--- src/rtl/maverickOne_pkg.sv ---
// maverickOne_pkg: shared fetch widths, fetch FSM states and default boot address
package maverickOne_pkg;
  localparam int AW = 64;
  localparam int ICDW = 32;
  localparam logic [AW-1:0] BOOT_ADDR_DEFAULT = 64'h0;
  typedef enum logic {IDLE, REQ} fetch_state_e;
endpackage

--- src/rtl/instr_fifo.sv ---
// instr_fifo: circular buffer of fetched {pc, instruction} entries with synchronous flush
module instr_fifo #(
  parameter int DEPTH = 2,
  parameter int W = 96,
  parameter int CW = $clog2(DEPTH + 1)
) (
  input  logic          i_clk,
  input  logic          i_arst,
  input  logic          i_flush,
  input  logic          i_push,
  input  logic [W-1:0]  i_data,
  input  logic          i_pop,
  output logic [CW-1:0] o_count,
  output logic          o_valid,
  output logic [W-1:0]  o_data
);
  localparam int PW = (DEPTH > 1) ? $clog2(DEPTH) : 1;
  localparam logic [PW-1:0] LAST = PW'(DEPTH - 1);
  localparam logic [CW-1:0] FULL = CW'(DEPTH);
  logic [W-1:0] r_mem [DEPTH];
  logic [PW-1:0] r_wr, r_rd;
  logic [CW-1:0] r_count;
  logic w_pop, w_push;
  // a push into a full buffer is legal only when the head leaves in the same cycle
  always_comb begin
    w_pop = i_pop & (r_count != '0);
    w_push = i_push & ((r_count != FULL) | w_pop);
  end
  // pointers and occupancy; flush empties the buffer in one cycle
  always_ff @(posedge i_clk or posedge i_arst) begin
    if (i_arst) begin
      r_wr <= '0;
      r_rd <= '0;
      r_count <= '0;
    end else if (i_flush) begin
      r_wr <= '0;
      r_rd <= '0;
      r_count <= '0;
    end else begin
      if (w_push) r_wr <= (r_wr == LAST) ? '0 : r_wr + 1'b1;
      if (w_pop) r_rd <= (r_rd == LAST) ? '0 : r_rd + 1'b1;
      r_count <= r_count + CW'(w_push) - CW'(w_pop);
    end
  end
  // storage carries no reset because the head is masked to zero while empty
  always_ff @(posedge i_clk) begin
    if (w_push && !i_flush) r_mem[r_wr] <= i_data;
  end
  assign o_count = r_count;
  assign o_valid = r_count != '0;
  assign o_data = o_valid ? r_mem[r_rd] : '0;
endmodule

--- src/rtl/if_stage.sv ---
// if_stage: instruction fetch FSM and PC driving the I-Cache, buffering results for decode
module if_stage import maverickOne_pkg::*; #(
  parameter logic [AW-1:0] BOOT_ADDR = BOOT_ADDR_DEFAULT,
  parameter int FIFO_DEPTH = 2
) (
  input  logic            clk_i,
  input  logic            arst_i,
  output logic            icache_req_o,
  output logic [AW-1:0]   icache_addr_o,
  input  logic [ICDW-1:0] icache_data_i,
  input  logic            icache_gnt_i,
  input  logic            redirect_i,
  input  logic [AW-1:0]   redirect_pc_i,
  input  logic            halt_i,
  output logic            instr_valid_o,
  output logic [ICDW-1:0] instr_o,
  output logic [AW-1:0]   instr_pc_o,
  input  logic            instr_ready_i
);
  localparam int CW = $clog2(FIFO_DEPTH + 1);
  localparam logic [CW-1:0] FULL = CW'(FIFO_DEPTH);
  fetch_state_e r_state, w_state_next;
  logic [AW-1:0] r_pc, w_pc_next;
  logic [CW-1:0] w_count, w_count_next;
  logic w_valid, w_pop, w_push, w_space;
  logic [AW+ICDW-1:0] w_head;
  // next state and fetch PC; redirect wins over any grant or pop in the same cycle
  always_comb begin
    w_pop = w_valid & instr_ready_i;
    w_push = (r_state == REQ) & icache_gnt_i & ~redirect_i;
    w_space = (w_count < FULL) | w_pop;
    w_count_next = w_count + CW'(w_push) - CW'(w_pop);
    w_state_next = r_state;
    w_pc_next = r_pc;
    if (redirect_i) begin
      w_state_next = halt_i ? IDLE : REQ;
      w_pc_next = {redirect_pc_i[AW-1:2], 2'b00};
    end else if (r_state == IDLE) begin
      w_state_next = (!halt_i && w_space) ? REQ : IDLE;
    end else if (icache_gnt_i) begin
      w_state_next = (!halt_i && w_count_next < FULL) ? REQ : IDLE;
      w_pc_next = r_pc + 64'd4;
    end
  end
  // state and PC registers; reset drops any outstanding request immediately
  always_ff @(posedge clk_i or posedge arst_i) begin
    if (arst_i) begin
      r_state <= IDLE;
      r_pc <= BOOT_ADDR;
    end else begin
      r_state <= w_state_next;
      r_pc <= w_pc_next;
    end
  end
  instr_fifo #(.DEPTH(FIFO_DEPTH), .W(AW + ICDW), .CW(CW)) u_fifo (
    .i_clk(clk_i),
    .i_arst(arst_i),
    .i_flush(redirect_i),
    .i_push(w_push),
    .i_data({r_pc, icache_data_i}),
    .i_pop(w_pop & ~redirect_i),
    .o_count(w_count),
    .o_valid(w_valid),
    .o_data(w_head)
  );
  assign icache_req_o = r_state == REQ;
  assign icache_addr_o = r_pc;
  assign instr_valid_o = w_valid;
  assign {instr_pc_o, instr_o} = w_head;
  a_no_overflow: assert property (@(posedge clk_i) disable iff (arst_i) !(w_push && w_count == FULL && !w_pop));
endmodule

--- config.mk ---
export PLATFORM = sky130hd
export DESIGN_NAME = if_stage
export DESIGN_NICKNAME = d
export VERILOG_FILES = /design/src/rtl/maverickOne_pkg.sv /design/src/rtl/instr_fifo.sv /design/src/rtl/if_stage.sv
export SDC_FILE = /design/constraint.sdc
export NUM_CORES = 1
export LEC_CHECK = 0
export BUFFER_PORTS_ARGS = -buffer_cell sky130_fd_sc_hd__buf_2
export CORE_AREA = 2 2 137 239
export DETAILED_ROUTE_END_ITERATION = 10
export DIE_AREA = 0 0 139 241
export PLACE_DENSITY = 0.53
export SLEW_MARGIN = 40
export SYNTH_ARGS = -nofsm -noshare
export SYNTH_HDL_FRONTEND = slang
export SYNTH_SLANG_ARGS = --single-unit
--- constraint.sdc ---
create_clock -name clk_i -period 11.44 [get_ports clk_i]
set_input_delay 0.572 -clock clk_i [delete_from_list [all_inputs] [get_ports clk_i]]
set_output_delay 0.572 -clock clk_i [all_outputs]
set_load 0.05 [all_outputs]
==> results by group, run 1 <==
Status
  • Status: finished, final reports clean

CTS
  • Post-CTS sizing: 0
  • Setup Fix Bufs, Post-CTS: 0
  • Clk slew on worst S/H paths: 0.06 ns
  • Total CTS buffers: 25
  • Hold buffers post-CTS: 0
  • Clk sink count: ~260
  • H-tree depth: 1
  • Max clock buf depth: 3
  • Clock tree from TritonCTS: built
  • Clock root cell: clkbuf_16
  • Clock insertion delay at the later pin of the skew report: 0.52 ns

Floorplan
  • Row count: 86
  • Initial Util: 34.8%
  • Die width: 139 um
  • IO Pins: between 200 and 300
  • Die Ht: ~240 um
  • Die area: roughly 33,000 um^2
  • Core area: 31,400 um^2

Timing
  • Count of pins over their slew limit: 0
  • Worst setup margin: 7.95 ns
  • Worst Skew: 0.0134 ns
  • Slew @ Worst Pin: ~0.84 ns
  • # setup viols final: 0
  • RSZ-0062 raised after global routing: no
  • Slew HR: 43.4%
  • FMAX: 286 MHz
  • Min Tclk post-route: 3.49 ns
  • TNS Setup: 0 ns
  • Final period utilization: 30.5%
  • Final Hold Vio Count: 0

Synthesis
  • Sequential fraction of the synthesis area: roughly two thirds
  • Yosys reg bits: 255
  • Post-Synthesis Cell Area: 10,900 um^2
  • Synth cell types: between 40 and 50
  • Xor/xnor share of the synthesized area: 3.36%
  • Main synth FF type: edfxtp_1
  • Yosys top cell area share: 51.6%
  • Main combinational cell family by area after synthesis: simple AND/OR/NAND/NOR gates
  • Area leader, netlist: edfxtp_1
  • Commonest cells post-synth: 188 x edfxtp_1, 122 x nor2_1, 95 x mux2i_1
  • Synthesized area per cell: 12.8 um^2
  • Adder-Cell Fraction of Synth Area: 0.229%
  • Synth async-reset ratio: 26.3%
  • Post-synthesis compound-gate area fraction: between 4 and 5%
  • EDFF count, synth: 188
  • Ys Warns: 0
  • Multiplexer share of the synthesized area: ~9%
  • Cell count after synthesis: 854
  • Synth top area cells: edfxtp_1 52%, dfrtp_1 15%, mux2i_1 8.7%, nor2_1 4.2%, nand2_1 2.4%
  • Simple-gate portion of the synthesized area: 13.9%
  • Most common cell in the netlist: edfxtp_1

Global route
  • Grt ovf: 0
  • Number of global-route vias before repair: 7,468
  • Pin count of the biggest net entering global routing: 86
  • First-pass GRT wire length: 43,700 um
  • Initial antenna violation count: 9
  • GRT Util Overall: 16.8%

Run
  • # Max-Cap Violations: 0

Placement
  • Placed instance count: 1,472
  • Post-placement setup slack: 8.21 ns
  • Dpl hpwl: just under 20,000 um
  • Placed Instance Area: 12,700 um^2
  • Buffers added on ports: 257
  • Routability Congestion: 0.755

Route
  • DRT antenna net count: 0
  • Via count: 7,644
  • DR DRC count: 0
  • Initial DRC Count: about 300
  • Avg WL per Cell: 19.0 um
  • WL final: 29,000 um
  • Via-per-instance ratio: 5.03
  • DRT Pass-1 Iters: 4

Finish
  • Layout cells sized above 1: 28.3%
  • NumNets Final: 1,207
  • Layout area overhead: 23.4%
  • Fin cells: 1,521
  • Fillers: 3,064
  • Final std cell area, no fill: about 14,000 um^2
  • Final Util: 43.0%

Pwr
  • Pleak: 5.10 nW
  • Peak supply drop: 0.102 mV
  • PwrDens: 166 nW/um^2

Setup path
  • WS Path Type: flip-flop to primary output
  • Worst Path Max Fanout: 49
  • Crit path launch type: flip-flop
  • CP Capture Type: primary output
  • Critical path required time: about 11 ns
  • Critical path arrival: around 2.9 ns

Worst hold path
  • Worst min path class: input port to asynchronous set/reset pin
[worst max-delay path, stage by stage (launching register included)]
cell	delay [ns]
dfrtp_4	0.46
buf_4	0.62
buf_6	0.57
mux2i_1	0.15
nor2_1	0.17
buf_2	0.30
[layer usage]
metal	vias up	global-route usage, %	wire, um
met5	-	0	69
met4	10	6.27	786
met3	47	3.00	1420
met2	196	31.6	15900
met1	3765	18.8	10700
li1	3626	-	-
[where the power goes]
part | switching [mW] | total (mW) | internal [mW] | leakage [nW]
clock | 0.348 | 0.860 | 0.511 | 0.403
combinational | 0.216 | 0.290 | 0.0744 | 2.18
sequential | 0.0460 | 1.09 | 1.04 | 2.52
total | 0.610 | 2.24 | 1.63 | 5.10
[sequential cells by signal (all words and copies together) (netlist names)]
signal / flops
u_fifo.r_rd: 1
icache_addr_o: 62
u_fifo.r_wr: 1
icache_req_o: 1
u_fifo.o_count: 2
u_fifo.r_mem: 188
[final timing paths]
kind	from	endpoint	slack [ns]	depth (start not counted)
setup / recovery	u_fifo.r_rd	instr_pc_o[38]	7.95	5
hold / removal	arst_i	icache_addr_o[63]	0.07	2
setup reg to reg	icache_addr_o[10]	icache_addr_o[60]	8.23	5
hold reg to reg	icache_addr_o[42]	u_fifo.r_mem[1][74]	0.54	0
max in group asynchronous	arst_i	u_fifo.r_rd	10.33	3
min in group clk_i	icache_data_i[15]	u_fifo.r_mem[1][15]	0.23	1
[through the flow]
step	power (mW)	hold slack [ns]
floorplan	1.31	0.505
global placement	1.40	0.504
detailed placement	1.40	0.524
CTS	2.27	0.0683
global route	2.32	0.0858
finish	2.24	0.0658
[area by class of cell]
class / instances / area [um^2] / area share [%]
inverter: 10 / 38.8 / 0.287
clock buffer: 26 / 629 / 4.66
tap: 396 / 495 / 3.67
antenna: 4 / 10.0 / 0.0741
multi-input combinational: 545 / 3420 / 25.3
timing repair buffer: 266 / 1370 / 10.1
sequential: 255 / 7330 / 54.2
clock inverter: 19 / 221 / 1.64
[cell families after synthesis]
family / after synthesis
buffers and inverters: 57
AO/OA/AOI/OAI: 85
other: 1
flip-flops: 255
multiplexers: 96
AND/OR/NAND/NOR: 316
XOR/XNOR: 42
adder cells (fa/ha/maj): 2
[layout by cell type (no fill, tap or decap), types with 19 or more instances in the layout]
cell       Yosys  final
nand3_1       27     27
mux2i_1       95     95
buf_2          4    256
nor2_1       122    121
nand4_1       19     19
dfrtp_1       67     66
xor2_1        22     22
xnor2_1       20     20
o21ai_0       47     47
clkbuf_16      0     25
edfxtp_1     188    188
nand2_1       70     70
Note: power is estimated with default switching activity, not from simulation.
==> run 2: changes to the inputs <==
Settings changed: ABC_AREA set to 1, CORE_AREA 2 2 137 239 to 2 2 143 250, DIE_AREA 0 0 139 241 to 0 0 145 252, PLACE_DENSITY 0.53 to 0.54.
Clock period 11.44 ns to 3.2 ns, I/O delays scaled along.
==> run 2 against run 1 <==
  * Cell area is 16% higher
  * Worst setup slack worse by 7.6 ns
  * Largest cell class unchanged
  * Synthesized cell count is 53% higher
  * Area after synthesis is 9.1% higher
  * Utilization is 2.7 points higher
  * Clock power grew to 3.5 times the previous value
  * Critical path type unchanged
  * Largest power group unchanged
==> results by group, run 2 <==
Synthesis
  • Post-Synthesis Cell Area: 12,000 um^2 (+9.1%)
  • Synth cell types: 33 (-31%)
  • Most common cell in the netlist: nand2_1
  • Cell count after synthesis: 1,306 (+53%)
  • Yosys top cell area share: 47.2% (-4.3 points)
  • Commonest cells post-synth: 507 x nand2_1, 188 x edfxtp_1, 121 x nor2_1
  • Main synth FF type: edfxtp_1
  • Synth async-reset ratio: 26.3% (unchanged)
  • Sequential fraction of the synthesis area: 61.3% (-5.6 points)
  • Synth top area cells: edfxtp_1 47%, nand2_1 16%, dfrtp_1 14%, a21oi_1 4.4%, nor2_1 3.8%
  • Area leader, netlist: edfxtp_1
  • Yosys reg bits: 255 (unchanged)
  • EDFF count, synth: 188 (unchanged)
  • Ys Warns: 0 (unchanged)
  • Synthesized area per cell: 9.15 um^2 (-29%)

Pwr
  • Peak supply drop: 0.416 mV (+310%)
  • Pleak: 6.50 nW (+27%)
  • PwrDens: 555 nW/um^2 (+230%)
  • Tot Pwr: 8.70 mW (+290%)

Route
  • DRT antenna net count: 0 (unchanged)
  • DRT Pass-1 Iters: 4 (unchanged)
  • WL final: 38,000 um (+31%)
  • Via count: 10,100 (+32%)
  • Initial DRC Count: 461 (+56%)
  • Via-per-instance ratio: 4.73 (-5.8%)
  • DR DRC count: 0 (unchanged)
  • Avg WL per Cell: 17.8 um (-6.6%)

Finish
  • Ant. Diodes: 0 (-4)
  • Layout area overhead: 31.3%
  • Most flop-heavy register: u_fifo.r_mem
  • Final Util: 45.7% (+2.7 points)
  • Most frequent cells in the layout: 507 x nand2_1, 257 x buf_2, 188 x edfxtp_1
  • Max reg flops: 188 (unchanged)
  • Final std cell area, no fill: 15,700 um^2 (+16%)
  • Layout cells sized above 1: 20.7% (-7.5 points)
  • NumNets Final: 1,763 (+46%)
  • Fin cells: 2,138 (+41%)
  • Most common cell after layout, fill and taps aside: nand2_1
  • Fillers: 3,380 (+10%)

Placement
  • Routability Congestion: 0.934 (+24%)
  • Post-placement setup slack: 0.928 ns (-7.28 ns)
  • Placed Instance Area: 13,900 um^2 (+9.6%)
  • Dpl hpwl: 27,700 um (+42%)
  • Placed instance count: 1,994 (+35%)
  • Buffers added on ports: 257 (unchanged)

CTS
  • Clock tree from TritonCTS: built
  • Total CTS buffers: 25 (unchanged)
  • Hold buffers post-CTS: 98 (+98)
  • Clock insertion delay at the later pin of the skew report: 0.54 ns (+0.02 ns)
  • Clock root cell: clkbuf_16
  • Clk slew on worst S/H paths: 0.06 ns (about the same)
  • Max clock buf depth: 3 (unchanged)
  • H-tree depth: 1 (unchanged)
  • Clk sink count: 255 (unchanged)
  • Post-CTS sizing: 0 (unchanged)
  • Setup Fix Bufs, Post-CTS: 0 (unchanged)

Timing
  • Min Tclk post-route: 2.82 ns
  • Slew HR: 47.2% (+3.7 points)
  • Final hold slack: 0.0484 ns (-0.0174 ns)
  • RSZ-0062 raised after global routing: no
  • TNS Setup: 0 ns (unchanged)
  • Worst setup margin: 0.378 ns (-7.57 ns)
  • Final Hold Vio Count: 0 (unchanged)
  • FMAX: 354 MHz
  • Slew @ Worst Pin: 0.793 ns (-0.0496 ns)
  • # setup viols final: 0 (unchanged)
  • Final period utilization: 88.2%
  • Worst Skew: 0.00972 ns (-0.00372 ns)
  • Count of pins over their slew limit: 0 (unchanged)

Global route
  • Number of global-route vias before repair: 10,100 (+36%)
  • First-pass GRT wire length: 57,900 um (+33%)
  • GRT Util Overall: 20.5% (+3.7 points)
  • Met1 Use GR: 22.2% (+3.4 points)
  • GRT busiest layer: met2
  • Grt met3 use: 2.37% (-0.63 points)
  • Grt ovf: 0 (unchanged)
  • Pin count of the biggest net entering global routing: 66 (-23%)
  • Met2 usage: 40.6% (+9.0 points)
  • Initial antenna violation count: 0 (-9)

Floorplan
  • Initial Util: 34.8% (-0.054 points)
  • Die Ht: 252 um (+4.6%)
  • Die area: 36,500 um^2 (+9.1%)
  • Die width: 145 um (+4.3%)
  • Row count: 90 (+4.7%)
  • Core area: 34,300 um^2 (+9.3%)
  • IO Pins: 264 (unchanged)

Setup path
  • WS Path Type: flip-flop to primary output
  • Worst Path Max Fanout: 65 (+33%)
  • Delay-heaviest family, CP: buffers and inverters
  • Most used cell, CP: buf_4
  • Slowest cell on crit path: buf_4
  • CP Buf/Inv Count: 3 (unchanged)
  • Critical Path, Cell by Cell: nor2_4, buf_4, buf_4, a21oi_1, buf_2
  • Crit path launch type: flip-flop
  • CP peak stage delay: 0.66 ns (+0.04 ns)
  • CP Capture Type: primary output
  • Critical path arrival: 2.66 ns (-0.26 ns)
  • Critical path required time: 3.04 ns (-7.83 ns)

Worst hold path
  • Worst min path class: input port to asynchronous set/reset pin

Run
  • # Max-Cap Violations: 0 (unchanged)

Status
  • Status: finished, final reports clean
## run 2: cell types whose count changed after synthesis, sizes merged, moves of 13 or more
| cell | delta |
|---|---|
| inv | +59 |
| nand3 | +37 |
| a21oi | +104 |
| a31oi | -13 |
| or4 | -16 |
| o21ai | -18 |
| mux2i | -95 |
| nor4 | -14 |
| nand2 | +442 |
## run 2: worst paths after layout
path                                    from                 to  slack [ns]  cells after the start
setup / recovery           u_fifo.o_count[0]     instr_pc_o[22]        0.38                      5
hold / removal                        arst_i       icache_req_o        0.05                      3
setup reg to reg            icache_addr_o[3]  icache_addr_o[56]        0.94                      9
hold reg to reg                  u_fifo.r_wr        u_fifo.r_wr        0.59                      1
max in group asynchronous             arst_i  icache_addr_o[24]        2.49                      4
min in group clk_i              icache_gnt_i       icache_req_o        0.15                      4
## run 2: cell families after synthesis
kind of cell               count (synthesis)  synth area share, %
and+or+nand+nor                          737                 25.0
DFF                                      255                 61.3
AOI/OAI and AO/OA                        153                 6.85
buffers and inverters                    124                 4.10
xor gates and xnor gates                  34                 2.49
adders and majority gates                  2                0.209
other                                      1               0.0314
## run 2: worst min-delay path, stage by stage
cell and delay [ns]:
dlygate4sd3_1 0.53, buf_2 0.12, inv_2 0.12
## run 2: cell type report
cell class | instances | area [um^2] | share of cell area [%]
Multi-Input combinational cell | 930 | 4170 | 26.6
Clock buffer | 34 | 699 | 4.46
Clock inverter | 12 | 148 | 0.941
Inverter | 71 | 268 | 1.71
Tap cell | 460 | 576 | 3.67
Timing Repair Buffer | 376 | 2500 | 15.9
Sequential cell | 255 | 7330 | 46.7
## run 2: power by group
part,leakage [nW],internal [mW],switching [mW]
Clock,0.415,1.78,1.25
Combinational,3.56,0.445,1.21
Sequential,2.52,3.76,0.250
## run 2: routing by layer
metal / wire length, um / vias up / part of all wire (%)
li1: - / 5016 / -
met5: 0 / - / 0
met2: 21400 / 238 / 56
met3: 1420 / 71 / 3.7
met4: 1190 / 0 / 3.1
met1: 14000 / 4796 / 37
